[src/rtl/fetch_unit_pkg.sv]
// rtl/fetch_unit_pkg.sv - shared types and constants for the instruction-fetch stage
package fetch_pkg;

  localparam int PC_W   = 32;
  localparam int WORD_W = 16;

  // Decode treats this word as a no-op; used to flush IF/ID.
  localparam logic [WORD_W-1:0] NOP_WORD = 16'h4000;

  // LDM major opcode (top five bits of the instruction word), shared with decode.
  localparam logic [4:0] OPC_LDM = 5'b10001;

  typedef enum logic [2:0] {
    BOOT_HI,
    BOOT_LO,
    RUN,
    IRQ_HOLD,
    IRQ_HI,
    IRQ_LO
  } fetch_state_t;

endpackage

[src/rtl/fetch_unit_if.sv]
// rtl/fetch_unit_if.sv - bundle of imem, pipeline-control and IF/ID signals around fetch
interface fetch_unit_if;
  import fetch_pkg::*;

  logic [PC_W-1:0]   imem_addr;
  logic [WORD_W-1:0] imem_rdata;
  logic              stall;
  logic              clear_instruction;
  logic              jump_taken;
  logic [PC_W-1:0]   jump_target;
  logic              pc_choose_memory;
  logic [PC_W-1:0]   mem_pc;
  logic              int_req;
  logic              irq_vector_load;
  logic [WORD_W-1:0] instruction;
  logic [PC_W-1:0]   pc_out;
  logic [WORD_W-1:0] imm_out;
  logic              interrupt_signal;

  // The fetch unit side.
  modport master (
    output imem_addr, instruction, pc_out, imm_out, interrupt_signal,
    input  imem_rdata, stall, clear_instruction, jump_taken, jump_target,
           pc_choose_memory, mem_pc, int_req, irq_vector_load
  );

  // Memory, decode, execute and interrupt-source side.
  modport slave (
    input  imem_addr, instruction, pc_out, imm_out, interrupt_signal,
    output imem_rdata, stall, clear_instruction, jump_taken, jump_target,
           pc_choose_memory, mem_pc, int_req, irq_vector_load
  );

endinterface

[src/rtl/fetch_unit_if_id_reg.sv]
// rtl/fetch_unit_if_id_reg.sv - IF/ID pipeline register with load, flush-to-NOP and hold
module if_id_reg
  import fetch_pkg::*;
(
  input  logic              clk,
  input  logic              reset,
  input  logic              flush_i,
  input  logic              load_instr_i,
  input  logic              load_pc_i,
  input  logic              load_imm_i,
  input  logic [WORD_W-1:0] instr_i,
  input  logic [PC_W-1:0]   pc_i,
  input  logic [WORD_W-1:0] imm_i,
  output logic [WORD_W-1:0] instruction_o,
  output logic [PC_W-1:0]   pc_out_o,
  output logic [WORD_W-1:0] imm_out_o
);

  logic [WORD_W-1:0] instr_q, instr_d;
  logic [PC_W-1:0]   pc_q, pc_d;
  logic [WORD_W-1:0] imm_q, imm_d;

  // Each field holds unless its own load is asserted; flush overrides the instruction only.
  always_comb begin
    instr_d = instr_q;
    pc_d    = pc_q;
    imm_d   = imm_q;
    if (flush_i) begin
      instr_d = NOP_WORD;
    end else if (load_instr_i) begin
      instr_d = instr_i;
    end
    if (load_pc_i) begin
      pc_d = pc_i;
    end
    if (load_imm_i) begin
      imm_d = imm_i;
    end
  end

  // Register update with synchronous active-low reset to an empty (NOP) slot.
  always_ff @(posedge clk) begin
    if (!reset) begin
      instr_q <= NOP_WORD;
      pc_q    <= '0;
      imm_q   <= '0;
    end else begin
      instr_q <= instr_d;
      pc_q    <= pc_d;
      imm_q   <= imm_d;
    end
  end

  assign instruction_o = instr_q;
  assign pc_out_o      = pc_q;
  assign imm_out_o     = imm_q;

endmodule

[src/rtl/fetch_unit.sv]
// rtl/fetch_unit.sv - instruction-fetch stage: PC, boot/IRQ vectors, redirects, IF/ID load
module fetch_unit
  import fetch_pkg::*;
#(
  parameter logic [PC_W-1:0] RESET_VEC_ADDR = 32'd0,
  parameter logic [PC_W-1:0] IRQ_VEC_ADDR   = 32'd2
) (
  input logic          clk,
  input logic          reset,
  fetch_unit_if.master bus
);

  fetch_state_t      state_q, state_d;
  logic [PC_W-1:0]   pc_q, pc_d;
  logic              irq_pending_q, irq_pending_d;

  logic [PC_W-1:0]   pc_inc;
  logic              run_free;
  logic              accept;
  logic [PC_W-1:0]   imem_addr;
  logic              flush;
  logic              load_instr;
  logic              load_pc;
  logic              load_imm;
  logic [PC_W-1:0]   if_pc;

  assign pc_inc = pc_q + 32'd1;

  // A RUN cycle not consumed by a redirect or stall; an interrupt is taken only if LDM is not pending.
  assign run_free = (state_q == RUN) && !bus.pc_choose_memory && !bus.jump_taken && !bus.stall;
  assign accept   = run_free && !bus.clear_instruction && irq_pending_q;

  // State, PC and interrupt latch registers.
  always_ff @(posedge clk) begin
    if (!reset) begin
      state_q       <= BOOT_HI;
      pc_q          <= '0;
      irq_pending_q <= 1'b0;
    end else begin
      state_q       <= state_d;
      pc_q          <= pc_d;
      irq_pending_q <= irq_pending_d;
    end
  end

  // Next state: two-word vector loads around RUN, with a hold while decode pushes context.
  always_comb begin
    state_d       = state_q;
    irq_pending_d = bus.int_req || (irq_pending_q && !accept);
    case (state_q)
      BOOT_HI:  state_d = BOOT_LO;
      BOOT_LO:  state_d = RUN;
      RUN:      if (accept) state_d = IRQ_HOLD;
      IRQ_HOLD: if (bus.irq_vector_load) state_d = IRQ_HI;
      IRQ_HI:   state_d = IRQ_LO;
      IRQ_LO:   state_d = RUN;
      default:  state_d = BOOT_HI;
    endcase
  end

  // Outputs: imem address, next PC and IF/ID controls following the RUN priority order.
  always_comb begin
    imem_addr  = pc_q;
    pc_d       = pc_q;
    flush      = 1'b0;
    load_instr = 1'b0;
    load_pc    = 1'b0;
    load_imm   = 1'b0;
    if_pc      = pc_inc;
    case (state_q)
      BOOT_HI: begin
        imem_addr = RESET_VEC_ADDR;
        pc_d      = {bus.imem_rdata, pc_q[15:0]};
        flush     = 1'b1;
      end
      BOOT_LO: begin
        imem_addr = RESET_VEC_ADDR + 32'd1;
        pc_d      = {pc_q[31:16], bus.imem_rdata};
        flush     = 1'b1;
      end
      IRQ_HI: begin
        imem_addr = IRQ_VEC_ADDR;
        pc_d      = {bus.imem_rdata, pc_q[15:0]};
        flush     = 1'b1;
      end
      IRQ_LO: begin
        imem_addr = IRQ_VEC_ADDR + 32'd1;
        pc_d      = {pc_q[31:16], bus.imem_rdata};
        flush     = 1'b1;
      end
      IRQ_HOLD: begin
        // PC stays at the next unexecuted word; pc_out already holds it for decode.
        flush = 1'b1;
      end
      RUN: begin
        if (bus.pc_choose_memory) begin
          pc_d  = bus.mem_pc;
          flush = 1'b1;
        end else if (bus.jump_taken) begin
          pc_d  = bus.jump_target;
          flush = 1'b1;
        end else if (bus.stall) begin
          pc_d = pc_q;
        end else if (bus.clear_instruction) begin
          // Current word is the LDM immediate, not an instruction.
          pc_d     = pc_inc;
          flush    = 1'b1;
          load_imm = 1'b1;
        end else if (irq_pending_q) begin
          flush   = 1'b1;
          load_pc = 1'b1;
          if_pc   = pc_q;
        end else begin
          pc_d       = pc_inc;
          load_instr = 1'b1;
          load_pc    = 1'b1;
        end
      end
      default: begin
        flush = 1'b1;
      end
    endcase
  end

  assign bus.imem_addr        = imem_addr;
  assign bus.interrupt_signal = accept;

  if_id_reg u_if_id (
    .clk          (clk),
    .reset        (reset),
    .flush_i      (flush),
    .load_instr_i (load_instr),
    .load_pc_i    (load_pc),
    .load_imm_i   (load_imm),
    .instr_i      (bus.imem_rdata),
    .pc_i         (if_pc),
    .imm_i        (bus.imem_rdata),
    .instruction_o(bus.instruction),
    .pc_out_o     (bus.pc_out),
    .imm_out_o    (bus.imm_out)
  );

endmodule

[src/flat_wrapper.sv]
// flat-port wrapper written by rule: the top's interface ports become plain ports
module fetch_unit_flat import fetch_pkg::*;
#(
  parameter logic [PC_W-1:0] RESET_VEC_ADDR = 32'd0,
  parameter logic [PC_W-1:0] IRQ_VEC_ADDR   = 32'd2
)
  (clk, reset, bus_imem_addr, bus_instruction, bus_pc_out, bus_imm_out, bus_interrupt_signal, bus_imem_rdata, bus_stall, bus_clear_instruction, bus_jump_taken, bus_jump_target, bus_pc_choose_memory, bus_mem_pc, bus_int_req, bus_irq_vector_load);
  fetch_unit_if bus_i ();
  input logic clk;
  input logic reset;
  output wire logic [$bits(bus_i.imem_addr)-1:0] bus_imem_addr;
  output wire logic [$bits(bus_i.instruction)-1:0] bus_instruction;
  output wire logic [$bits(bus_i.pc_out)-1:0] bus_pc_out;
  output wire logic [$bits(bus_i.imm_out)-1:0] bus_imm_out;
  output wire logic [$bits(bus_i.interrupt_signal)-1:0] bus_interrupt_signal;
  input wire logic [$bits(bus_i.imem_rdata)-1:0] bus_imem_rdata;
  input wire logic [$bits(bus_i.stall)-1:0] bus_stall;
  input wire logic [$bits(bus_i.clear_instruction)-1:0] bus_clear_instruction;
  input wire logic [$bits(bus_i.jump_taken)-1:0] bus_jump_taken;
  input wire logic [$bits(bus_i.jump_target)-1:0] bus_jump_target;
  input wire logic [$bits(bus_i.pc_choose_memory)-1:0] bus_pc_choose_memory;
  input wire logic [$bits(bus_i.mem_pc)-1:0] bus_mem_pc;
  input wire logic [$bits(bus_i.int_req)-1:0] bus_int_req;
  input wire logic [$bits(bus_i.irq_vector_load)-1:0] bus_irq_vector_load;
  assign bus_imem_addr = bus_i.imem_addr;
  assign bus_instruction = bus_i.instruction;
  assign bus_pc_out = bus_i.pc_out;
  assign bus_imm_out = bus_i.imm_out;
  assign bus_interrupt_signal = bus_i.interrupt_signal;
  assign bus_i.imem_rdata = bus_imem_rdata;
  assign bus_i.stall = bus_stall;
  assign bus_i.clear_instruction = bus_clear_instruction;
  assign bus_i.jump_taken = bus_jump_taken;
  assign bus_i.jump_target = bus_jump_target;
  assign bus_i.pc_choose_memory = bus_pc_choose_memory;
  assign bus_i.mem_pc = bus_mem_pc;
  assign bus_i.int_req = bus_int_req;
  assign bus_i.irq_vector_load = bus_irq_vector_load;
  fetch_unit #(.RESET_VEC_ADDR(RESET_VEC_ADDR), .IRQ_VEC_ADDR(IRQ_VEC_ADDR)) u_core (.clk(clk), .reset(reset), .bus(bus_i));
endmodule
[config.mk]
export PLATFORM = sky130hd
export DESIGN_NAME = fetch_unit_flat
export DESIGN_NICKNAME = d
export VERILOG_FILES = /design/src/rtl/fetch_unit_pkg.sv /design/src/rtl/fetch_unit_if.sv /design/src/rtl/fetch_unit_if_id_reg.sv /design/src/rtl/fetch_unit.sv /design/src/flat_wrapper.sv
export SDC_FILE = /design/constraint.sdc
export NUM_CORES = 1
export LEC_CHECK = 0
export ABC_CLOCK_PERIOD_IN_PS = 2100
export BUFFER_PORTS_ARGS = -buffer_cell sky130_fd_sc_hd__clkbuf_2
export CORE_ASPECT_RATIO = 1.75
export CORE_MARGIN = 4
export CORE_UTILIZATION = 48
export CTS_CLUSTER_SIZE = 8
export DETAILED_ROUTE_END_ITERATION = 8
export PLACE_DENSITY = 0.75
export SLEW_MARGIN = 15
export SYNTH_ARGS = -nofsm -noshare
export SYNTH_HDL_FRONTEND = slang
export SYNTH_HIERARCHICAL = 1
export SYNTH_SLANG_ARGS = --single-unit
[constraint.sdc]
create_clock -name clk -period 2.1 [get_ports clk]
set_clock_uncertainty 0.05 [all_clocks]
set_input_delay 0.42 -clock clk [delete_from_list [all_inputs] [get_ports clk]]
set_output_delay 0.42 -clock clk [all_outputs]
set_load 0.02 [all_outputs]
**Yosys cells after proc, flatten, opt, wreduce, memory -nomap -nowiden**

Index checks and enable logic that the tools add are counted.

- Logic and storage cells: 76
- Output and inout port bits: 97
- Bits in registers: 100
- Input bits: 88

- Add/subtract/negate cells: 1
- Mux-type cells: 36
- Eq/ne operators: 8
- Bitwise logic cells: 3
- Reduce and logical (&&, ||, !) cells: 21

Operator list:

| cell | number |
|---|---|
| 32-bit two-way mux | 9 |
| 32-bit case mux with 4 select lines | 1 |
| 32-bit case mux with 3 select lines | 1 |
| 32-bit by 1-bit adder with 32-bit output (second input constant) | 1 |
| 1-bit two-way mux | 22 |
| 3-bit case mux with 5 select lines | 1 |
| 3-bit by 2-bit equality test with 1-bit output (second input constant) | 2 |
| 3-bit equality test (second input constant) | 2 |
| 1-bit logical AND | 6 |
| 3-bit two-way mux | 2 |
| 3-bit AND reduction | 2 |
| 2-bit OR reduction | 3 |
| 1-bit logical NOT | 5 |
| 4-bit inequality test (second input constant) | 1 |
| 2-bit nonzero test | 2 |
| 3-bit by 1-bit equality test with 1-bit output (second input constant) | 1 |
| 3-bit logical NOT | 1 |
| 1-bit inverter | 3 |
| 2-bit by 1-bit inequality test with 1-bit output (second input constant) | 1 |
| 2-bit inequality test (second input constant) | 1 |
| 2-bit AND reduction | 1 |
| 1-bit logical OR | 1 |

**Longest topological paths before layout**

Gate-level depths: netlist of run 1.

- Depth after elaboration: 9
- Mapped depth: 11

**Modules after synthesis**

The synthesis of run 1 kept the hierarchy.

By module, submodules not included:

| module | area each (um2) | sequential area each (um2) | cells an instance | instances |
|---|---|---|---|---|
| fetch_unit | 3888.7 | 720.7 | 559 | 1 |
| if_id_reg | 2457.4 | 1281.2 | 208 | 1 |

**Worst setup path before layout of run 1**

OpenSTA, ideal clock, no wires.

- Kind: flip-flop to flip-flop
- Start point: register u_core.state_q[2]
- End point: register u_core.u_if_id.pc_q[13] (netlist: u_core/u_if_id/pc_out_o[13])
- Period minus slack after synthesis: 2.344 ns
- Library setup time: 0.116 ns
- Data arrival time: 2.178 ns
- Slack: -0.244 ns
- Buffers on the path: 3
- Cell stages (with the launch flop): 12
- Path through: dfxtp_1 buf_6 or3b_1 clkbuf_1 or4_4 buf_6 inv_2 or3_4 nor2_1 xor2_1 mux2i_1 nor2b_1

- Word-level cells in the longest chain between the ends: 2
- Elaborated cells between the ends (all ways): 3

RTL lines:

| element | line | RTL |
|---|---|---|
| start, declared | fetch_unit.sv:13 | `fetch_state_t state_q, state_d;` |
| start signal, assigned | fetch_unit.sv:40 | `state_q <= state_d;` |
| 3-bit by 2-bit equality test with 1-bit output | fetch_unit.sv:70 | `case (state_q)` |
| 32-bit two-way mux | fetch_unit.sv:70 |  |
| via u_core.if_pc[13] | fetch_unit.sv:25 | `logic [PC_W-1:0] if_pc;` |
| end signal, assigned | fetch_unit_if_id_reg.sv:49 | `pc_q <= pc_d;` |
| end, declared | fetch_unit_if_id_reg.sv:20 | `logic [PC_W-1:0] pc_q, pc_d;` |

The timed path passes the listed nets, and every way through them passes these cells.
A chain may end at the register's enable or synchronous reset.

**Final worst setup path of run 1**

- Start point: register u_core.state_q[0]
- End point: output bus_interrupt_signal

- Word-level cells in the longest chain between the ends: 6

RTL lines:

| element | line | RTL |
|---|---|---|
| 3-bit by 2-bit equality test with 1-bit output | fetch_unit.sv:30 | `assign run_free = (state_q == RUN) && !bus.pc_choose_memory && !bus.jump_taken && !bus.stall;` |
| 1-bit logical AND (3 in series) | fetch_unit.sv:30 |  |
| 1-bit logical AND (2 in series) | fetch_unit.sv:31 | `assign accept = run_free && !bus.clear_instruction && irq_pending_q;` |
| end, declared | flat_wrapper.sv:15 | `output wire logic [$bits(bus_i.interrupt_signal)-1:0] bus_interrupt_signal;` |

Every way passes these cells.

==> impl_metrics.tcl, run 1 <==
set metrics [dict create \
    cp_data_required_time_ps 1630 \
    ant_nets 0 \
    wl_per_cell_um 19.1 \
    postCtsHoldBufs 0 \
    start_kind "flip-flop" \
    drt_pass1_iterations 5 \
    grt_pass1_vias 6566 \
    clk_pin_slew_ps 70 \
    async_flop_share_pct 0 \
    finalCriticalPeriod_ps 2220 \
    num_rows 55 \
    synth_top_area_cell "dfxtp_1" \
    cp-end-kind "output pin" \
    syn_area_um2 6350 \
    syn_avg_cell_area_um2 8.27 \
    clock-root-buffer "clkbuf_16" \
    rsz0062_at_grt "yes" \
    finalHoldViolCount 0 \
    setup_slack_ps -117 \
    drv_cap 0 \
    yosys-top-cells-area "dfxtp_1, mux2i_1, nor2b_1" \
    num_vias 6701 \
    core_area_um2 12900 \
    nets 1088 \
    clk_latency_ps 350 \
    die_h_um 160 \
    drive_gt1_share_pct 34.5 \
    portBuffers 184 \
    grt_usage_pct 28.9 \
    ys_types 66 \
    synth_nets 856 \
    grt_pass1_wl_mm 34.4 \
    ys.flop_type "dfxtp_1" \
    dpl.hpwl_mm 17.3 \
    post-route-util_pct 65.0 \
    ys_seq_area_share_pct 31.5 \
    initial_core_util_pct 49.1 \
    arrival_ps 1750 \
    area_growth_pct 32.4 \
    syn_inst 767 \
    die_x_um 94.9 \
    clockBufferDepth 2 \
    finalWirelength_mm 22.4 \
    cts_buffers 9 \
    path_max_fanout 2 \
    dieArea_um2 15200 \
    slew_headroom_pct 70.7 \
    synth_top_area_share_pct 31.5 \
    hold_path.class "input pin to flip-flop" \
    slew_violations 0 \
    critPathKind "flip-flop to output pin" \
    antenna_cells 0 \
    antenna_found_initial 0 \
    gp_congestion 1.00 \
    yosysWarningCount 6 \
    cts_num_sinks 100 \
    final_area_um2 8400 \
    globalRouteOverflowTotal 0 \
    tightest_slew_ps 438 \
    placed_area_um2 7920 \
    ys_seq_elements 100 \
    grt_max_degree 66 \
    power.total_mw 5.12 \
    period_share_pct 106 \
    routed_via_density 5.70 \
    violations "setup timing" \
    cts_tree "built" \
    powerDensity_nw_per_um2 609 \
    synth_edf_count 0 \
    top_level_ports 185 \
    vdd_drop_max_mv 0.458 \
    htreeDepth 3 \
    fillers 1192 \
    p_leak_nw 3.51 \
    run_status "complete, but fails checks" \
    clock.fmax_ghz 0.451 \
    drtIter0Drc 460 \
    drc 0 \
    setup_violations 5 \
]
-- metrics by stage --
stage | setup TNS, ps | std cells | setup WS, ps | hold WS, ps
finish | -158 | 1175 | -117 | 233
CTS | -4700 | 1169 | -240 | 222
detailed placement | -1950 | 1149 | -110 | 436
global placement | -924 | 1149 | -64.9 | 424
floorplan | -124 | 767 | -47.4 | 427
global route | -1200 | 1175 | -142 | 248
-- synthesized netlist by cell type, drive strengths merged, types with 2 or more instances --
library cell    n
or3             2
a211oi          4
a211o           3
dfxtp         100
a311o           2
nor2           57
a311oi          2
or4             3
nor4            7
o21ai          55
a32oi           2
a22oi          14
nor3           19
nand3b          2
inv             5
nor3b           6
and4            5
a221o           3
clkbuf         40
a21oi          27
o21a            5
mux2i          67
nand2b          8
nand3          28
xor2           19
a221oi          4
nand4          17
a22o           17
o211ai          4
buf            30
o221ai          2
a222oi          2
and2           36
nor2b          54
xnor2          25
a21o            9
a31oi           5
and3           10
nand2          49
o22ai           9
-- area by class of cell --
| type | instances | area, um^2 | share of cell area, % |
|---|---|---|---|
| Multi-Input combinational cell | 591 | 4040 | 48.1 |
| Sequential cell | 100 | 2010 | 23.9 |
| Timing Repair Buffer | 291 | 1840 | 21.9 |
| Clock buffer | 10 | 229 | 2.72 |
| Tap cell | 171 | 214 | 2.55 |
| Clock inverter | 6 | 38.8 | 0.462 |
| Inverter | 6 | 30.0 | 0.357 |
-- timing repair --
action / 4_1_cts / 5_1_grt
setup endpoints to repair: 27 / 70
pin swaps: 2 / 10
gates resized for setup: 7 / 25
setup buffers: 4 / 6
cloned: 0 / 1
-- worst max-delay path, cell delays in order, from the launching register on --
cell	delay (ps)
dfxtp_2	320
or3b_4	400
or4_4	490
inv_8	80
buf_8	110
-- per-layer routing --
layer  wire length [um]  GRT usage [%]
met1               8390           32.6
met3               1420           4.76
met5                  0              0
met2              11600           50.2
met4               1080           16.2
-- power by group --
| group | leakage [nW] | internal (mW) | total (mW) | switching [mW] |
|---|---|---|---|---|
| registers | 0.814 | 2.00 | 2.08 | 0.0862 |
| logic | 2.56 | 0.638 | 1.46 | 0.825 |
| clock network | 0.129 | 0.803 | 1.57 | 0.765 |
-- path summary, 6_finish.rpt --
check,startpoint,end,slack [ps],cells past startpoint
setup / recovery,u_core/state_q[0],bus_interrupt_signal,-120,4
hold / removal,bus_int_req,u_core/irq_pending_q,230,2
setup reg to reg,u_core/state_q[0],u_core/u_if_id/pc_out_o[19],-20,9
hold reg to reg,u_core/u_if_id/instruction_o[0],u_core/u_if_id/instruction_o[0],450,2
-- flip-flops by register name, indices dropped and copies added (netlist names) --
signal and cells:
u_core/pc_q 32, u_core/u_if_id/pc_out_o 32, u_core/state_q 3, u_core/irq_pending_q 1, u_core/u_if_id/instruction_o 16, u_core/u_if_id/imm_out_o 16
-- placed cells by master (no fill, tap or decap), types with 15 or more instances in the layout --
master / count
a21oi_1: 26
a22o_1: 17
and2_1: 36
buf_4: 97
clkbuf_2: 183
dfxtp_1: 95
mux2i_1: 66
nand2_1: 49
nand3_1: 23
nand4_1: 16
nor2_1: 50
nor2b_1: 54
nor3_1: 15
o21ai_0: 53
xnor2_1: 24
xor2_1: 19
-- cell families after synthesis --
kind of cell	count (synthesis)	synth area share, %
adders and majority gates	1	0.197
DFF	100	31.5
xor gates and xnor gates	44	6.07
buffers and inverters	76	6.76
AOI/OAI and AO/OA	173	18.0
and+or+nand+nor	305	26.7
muxes	68	10.7
(Power assumes the default switching activity.)
==> run 2: changes to the inputs <==
Settings changed: CORE_MARGIN 4 to unset, SETUP_SLACK_MARGIN set to 0.15.
==> run 2 against run 1 <==
  * The flow still finishes with violations (setup timing)
  * Die area is 9.8% lower
  * Non-clock buffer count rose by 1
  * Sequential power is essentially flat
  * Final cell count unchanged
  * Hold slack got worse by 2.9 ps
  * Total power is 4.4% higher
  * Wire length is 1.9% higher
  * Combinational power grew 3%
  * Via count rose by 1.6%
  * Sequential cell count unchanged
  * Fmax is 0.14% lower
  * Largest cell class unchanged
==> impl_metrics.tcl, run 2 (synthesized netlist as in run 1, its figures left out) <==
set metrics [dict create \
    grt_pass1_vias 6509 \
    arrival_ps 1750 \
    clockBufferDepth 2 \
    area_growth_pct 38.8 \
    clock-root-buffer "clkbuf_16" \
    run_status "complete, but fails checks" \
    holdWs_ps 230 \
    slew_headroom_pct 57.9 \
    start_kind "flip-flop" \
    num_vias 6809 \
    slew_violations 0 \
    postCtsHoldBufs 0 \
    final_cell_mix "clkbuf_2, dfxtp_1, buf_4" \
    p_leak_nw 3.74 \
    cp-end-kind "output pin" \
    grt_usage_pct 32.4 \
    cts_buffers 9 \
    violations "setup timing" \
    finalWirelength_mm 22.9 \
    nets 1089 \
    num_rows 55 \
    r2r-start "u_core/state_q[1]" \
    path_cells "or3b_4 -> or4_4 -> inv_8 -> buf_8" \
    setup_violations 22 \
    die_h_um 154 \
    critPathKind "flip-flop to output pin" \
    ant_nets 0 \
    core_area_um2 12900 \
    max_stage_delay_ps 490 \
    crit_slowest_cell "or4_4" \
    dieArea_um2 13700 \
    sw_frac_of_total_pct 31.8 \
    placedCellCount 1145 \
    drive_gt1_share_pct 39.4 \
    setup_slack_ps -120 \
    routed_via_density 5.79 \
    gp_congestion 0.997 \
    internal_power_mw 3.64 \
    fillers 1103 \
    final_common_cell "clkbuf_2" \
    cts_num_sinks 100 \
    rsz0062_at_grt "yes" \
    drtIter0Drc 572 \
    grt_pass1_wl_mm 33.5 \
    min_to "u_core/irq_pending_q" \
    final_cells 1175 \
    cp_data_required_time_ps 1630 \
    period_share_pct 106 \
    antenna_found_initial 0 \
    worst-path-buf-inv 2 \
    clk_latency_ps 350 \
    switchingPower_mw 1.70 \
    initial_core_util_pct 49.1 \
    hp-start "bus_int_req" \
    clk_pin_slew_ps 70 \
    p_clk_share_pct 32.5 \
    wl_per_cell_um 19.5 \
    path_max_fanout 2 \
    r2r_slack_ps -110 \
    htreeDepth 3 \
    min_path_cells 2 \
    finalHoldViolCount 0 \
    cp_top_family "simple AND/OR/NAND/NOR gates" \
    hold_path.class "input pin to flip-flop" \
    seq_power_share_pct 39.3 \
    die_x_um 88.9 \
    cts_tree "built" \
    antenna_cells 0 \
    globalRouteOverflowTotal 0 \
    tightest_slew_ps 632 \
    dpl.hpwl_mm 16.7 \
    drv_cap 0 \
    place_ws_ps -128 \
    drt_pass1_iterations 5 \
    combPwrFrac_pct 28.2 \
    powerDensity_nw_per_um2 606 \
    critical_path.startpoint "u_core/state_q[1]" \
    top_level_ports 185 \
    clock.fmax_ghz 0.450 \
    finalCriticalPeriod_ps 2220 \
    timing.rr.end "u_core/u_if_id/pc_out_o[13]" \
    worstRegToRegCells 10 \
    grt_max_degree 59 \
    fin_tns_setup_ps -996 \
    post-route-util_pct 68.1 \
    drc 0 \
    vdd_drop_max_mv 0.437 \
    portBuffers 184 \
]
-- run 2: cell count changes in the layout (fill, tap and decap cells not counted), sizes merged --
cell,change
clkinv,-2
clkinvlp,-1
bufinv,+1
inv,-1
clkbuf,+3
-- run 2: worst max path at each step --
stage	end	cells past startpoint	slack [ps]
after floorplan	u_core/u_if_id/pc_out_o[11]	11	-50
after global placement	u_core/u_if_id/pc_out_o[25]	9	-110
after detailed placement	u_core/u_if_id/pc_out_o[25]	9	-130
after CTS	bus_interrupt_signal	4	-250
after global routing	bus_interrupt_signal	4	-150
final	bus_interrupt_signal	4	-120
-- run 2: worst reg2reg max path: stages (launching register included) --
cell,delay [ps]
dfxtp_2,330
or3b_4,390
or4_4,490
inv_8,90
buf_4,100
buf_6,90
or3_4,140
nor2_2,40
xor2_1,140
mux2i_1,160
nor2b_1,80
-- run 2: routing by layer --
metal,track usage [%],vias to the layer above,share of wire [%],wire length [um]
li1,-,3204,-,-
met1,35.6,3182,37,8450
met2,56.5,337,51,11600
met3,4.03,86,5.9,1350
met4,21.5,0,6.5,1490
met5,0,-,0,0
-- run 2: what timing repair did --
action,4_1_cts,5_1_grt
endpoints found under the setup margin,115,127
hold endpoints to repair,0,0
gates resized for setup,25,73
cloned,0,2
setup buffers,3,10
pin swaps,5,25
-- run 2: metrics by stage --
step	instance area, um^2	power, mW
2_1_floorplan	6490	2.96
5_1_grt	8810	5.55
4_1_cts	8380	5.25
6_report	8810	5.34
3_3_place_gp	7950	3.50
3_5_place_dp	7950	3.52
-- run 2: cell type report --
cell class                 count  area, um^2  area share [%]
clock buffer                  12         256            2.91
clock inverter                 3        46.3           0.525
inverter                       6        30.0           0.341
multi-input combinational    591        4360            49.5
sequential                   100        2020            22.9
tap                          171         214            2.43
timing repair buffer         292        1880            21.3
-- run 2: power by group through the flow --
stage | Sequential, mW | Combinational (mW) | Clock, mW
2_1_floorplan | 2.11 | 0.850 | 0
3_3_place_gp | 2.12 | 1.39 | 0
3_5_place_dp | 2.12 | 1.40 | 0
4_1_cts | 2.08 | 1.42 | 1.75
5_1_grt | 2.11 | 1.62 | 1.82
6_report | 2.10 | 1.51 | 1.73
==> run 3: changes to the inputs <==
Settings changed: SKIP_LAST_GASP set to 1.
==> run 3 against run 2 <==
  * The run still ends with setup timing left
  * Fmax fell by 1.6%
  * Critical path depth grew 6
  * Global-route usage about the same
  * Via count is 0.40% higher
  * Utilization down 0.22 points
  * Clock-buffer cell count unchanged
  * Clock power about the same
  * Register-to-register slack worse by 50 ps
  * Cell area decreased by 0.33%
==> impl_metrics.tcl, run 3 (synthesized netlist as in run 1, its figures left out) <==
set metrics [dict create \
    dpl.hpwl_mm 16.7 \
    final_common_cell "clkbuf_2" \
    finalWirelength_mm 23.0 \
    r2r-start "u_core/state_q[1]" \
    clock-root-buffer "clkbuf_16" \
    cts_tree "built" \
    clock.fmax_ghz 0.443 \
    cp-end-kind "flip-flop" \
    run_status "complete, but fails checks" \
    nets 1089 \
    grt_pass1_vias 6508 \
    rsz0062_at_grt "yes" \
    globalRouteOverflowTotal 0 \
    cts_num_sinks 100 \
    grt_max_degree 59 \
    internal_power_mw 3.64 \
    p_clk_share_pct 32.5 \
    setup_slack_ps -157 \
    busiest_layer "met2" \
    dieArea_um2 13700 \
    grt_util_met1_pct 35.8 \
    max_stage_delay_ps 500 \
    met3_usage_pct 4.08 \
    grt_pass1_wl_mm 33.5 \
    clk_pin_slew_ps 70 \
    cp_data_required_time_ps 2290 \
    r2r_slack_ps -160 \
    postCtsHoldBufs 0 \
    fillers 1110 \
    vdd_drop_max_mv 0.439 \
    clk_latency_ps 350 \
    drv_cap 0 \
    wl_per_cell_um 19.6 \
    path_cells "or3b_4 -> or4_4 -> inv_8 -> buf_4 -> buf_6 -> or3_4 -> nor2_2 -> xor2_1 -> mux2i_1 -> nor2b_1" \
    power.total_mw 5.33 \
    portBuffers 184 \
    hp-start "bus_int_req" \
    area_growth_pct 38.4 \
    p_leak_nw 3.73 \
    drt_pass1_iterations 5 \
    finalCriticalPeriod_ps 2260 \
    grt_util_met2_pct 56.0 \
    fin_tns_setup_ps -1330 \
    antenna_found_initial 0 \
    die_h_um 154 \
    critical_path.startpoint "u_core/state_q[1]" \
    drive_gt1_share_pct 39.1 \
    die_x_um 88.9 \
    finalHoldViolCount 0 \
    initial_core_util_pct 49.1 \
    combPwrFrac_pct 28.2 \
    cts_buffers 9 \
    clockBufferDepth 2 \
    critPathKind "flip-flop to flip-flop" \
    num_vias 6836 \
    antenna_cells 0 \
    drc 0 \
    final_cell_mix "clkbuf_2, dfxtp_1, buf_4" \
    slew_violations 0 \
    tightest_slew_ps 633 \
    num_rows 55 \
    drtIter0Drc 617 \
    hold_path.class "input pin to flip-flop" \
    slew_headroom_pct 57.8 \
    setup_violations 22 \
    period_share_pct 107 \
    htreeDepth 3 \
    start_kind "flip-flop" \
    switchingPower_mw 1.70 \
    powerDensity_nw_per_um2 607 \
    arrival_ps 2440 \
    path_max_fanout 3 \
    grt_usage_pct 32.5 \
    seq_power_share_pct 39.3 \
    crit_slowest_cell "or4_4" \
    violations "setup timing" \
    sw_frac_of_total_pct 31.8 \
    gp_congestion 0.997 \
    routed_via_density 5.82 \
    core_area_um2 12900 \
    top_level_ports 185 \
    ant_nets 0 \
]
run 3: power by group through the flow:
stage	Sequential (mW)	Clock [mW]	Combinational (mW)
final	2.10	1.73	1.50
after floorplan	2.11	0	0.850
after CTS	2.08	1.75	1.42
after detailed placement	2.12	0	1.40
after global placement	2.12	0	1.39
after global routing	2.11	1.82	1.61
run 3: area by class of cell:
cell class	instances	area [um^2]	area share, %
Multi-Input combinational cell	591	4340	49.4
Sequential cell	100	2020	23.0
Timing Repair Buffer	292	1880	21.4
Clock buffer	12	256	2.92
Tap cell	171	214	2.44
Clock inverter	3	46.3	0.527
Inverter	6	30.0	0.342
run 3: worst max-delay path, delay by kind of cell (launching register included):
| kind | cells | cell delay [ps] |
|---|---|---|
| xor gates and xnor gates | 1 | 140 |
| buffers and inverters | 3 | 280 |
| DFF | 1 | 330 |
| muxes | 1 | 180 |
| and+or+nand+nor | 5 | 1160 |
run 3: per-stage QoR:
step                hold WS, ps  instances  setup WS, ps  area, um^2  utilization, %
floorplan                   427        767         -47.4        6490               -
global placement            425       1145          -108        7950            61.5
detailed placement          434       1145          -128        7950            61.5
CTS                         221       1163          -254        8370            64.7
global route                233       1175          -153        8780            67.9
finish                      227       1175          -157        8780            67.9
run 3: timing repair:
action | in CTS | in global routing
pin swaps | 5 | 22
gates cloned | 0 | 2
endpoints found under the setup margin | 115 | 128
gates resized for setup | 22 | 71
buffers inserted | 3 | 10
hold endpoints to repair | 0 | 0
run 3: per-layer routing:
layer / wire (um) / part of all wire [%]
met4: 1470 / 6.4
met1: 8370 / 36
met2: 11600 / 50
met3: 1570 / 6.8
met5: 0 / 0
run 3: final timing paths:
check	end	cells past startpoint
max	u_core/u_if_id/pc_out_o[13]	10
min	u_core/irq_pending_q	2
max reg2reg	u_core/u_if_id/pc_out_o[13]	10
min reg2reg	u_core/u_if_id/instruction_o[15]	2
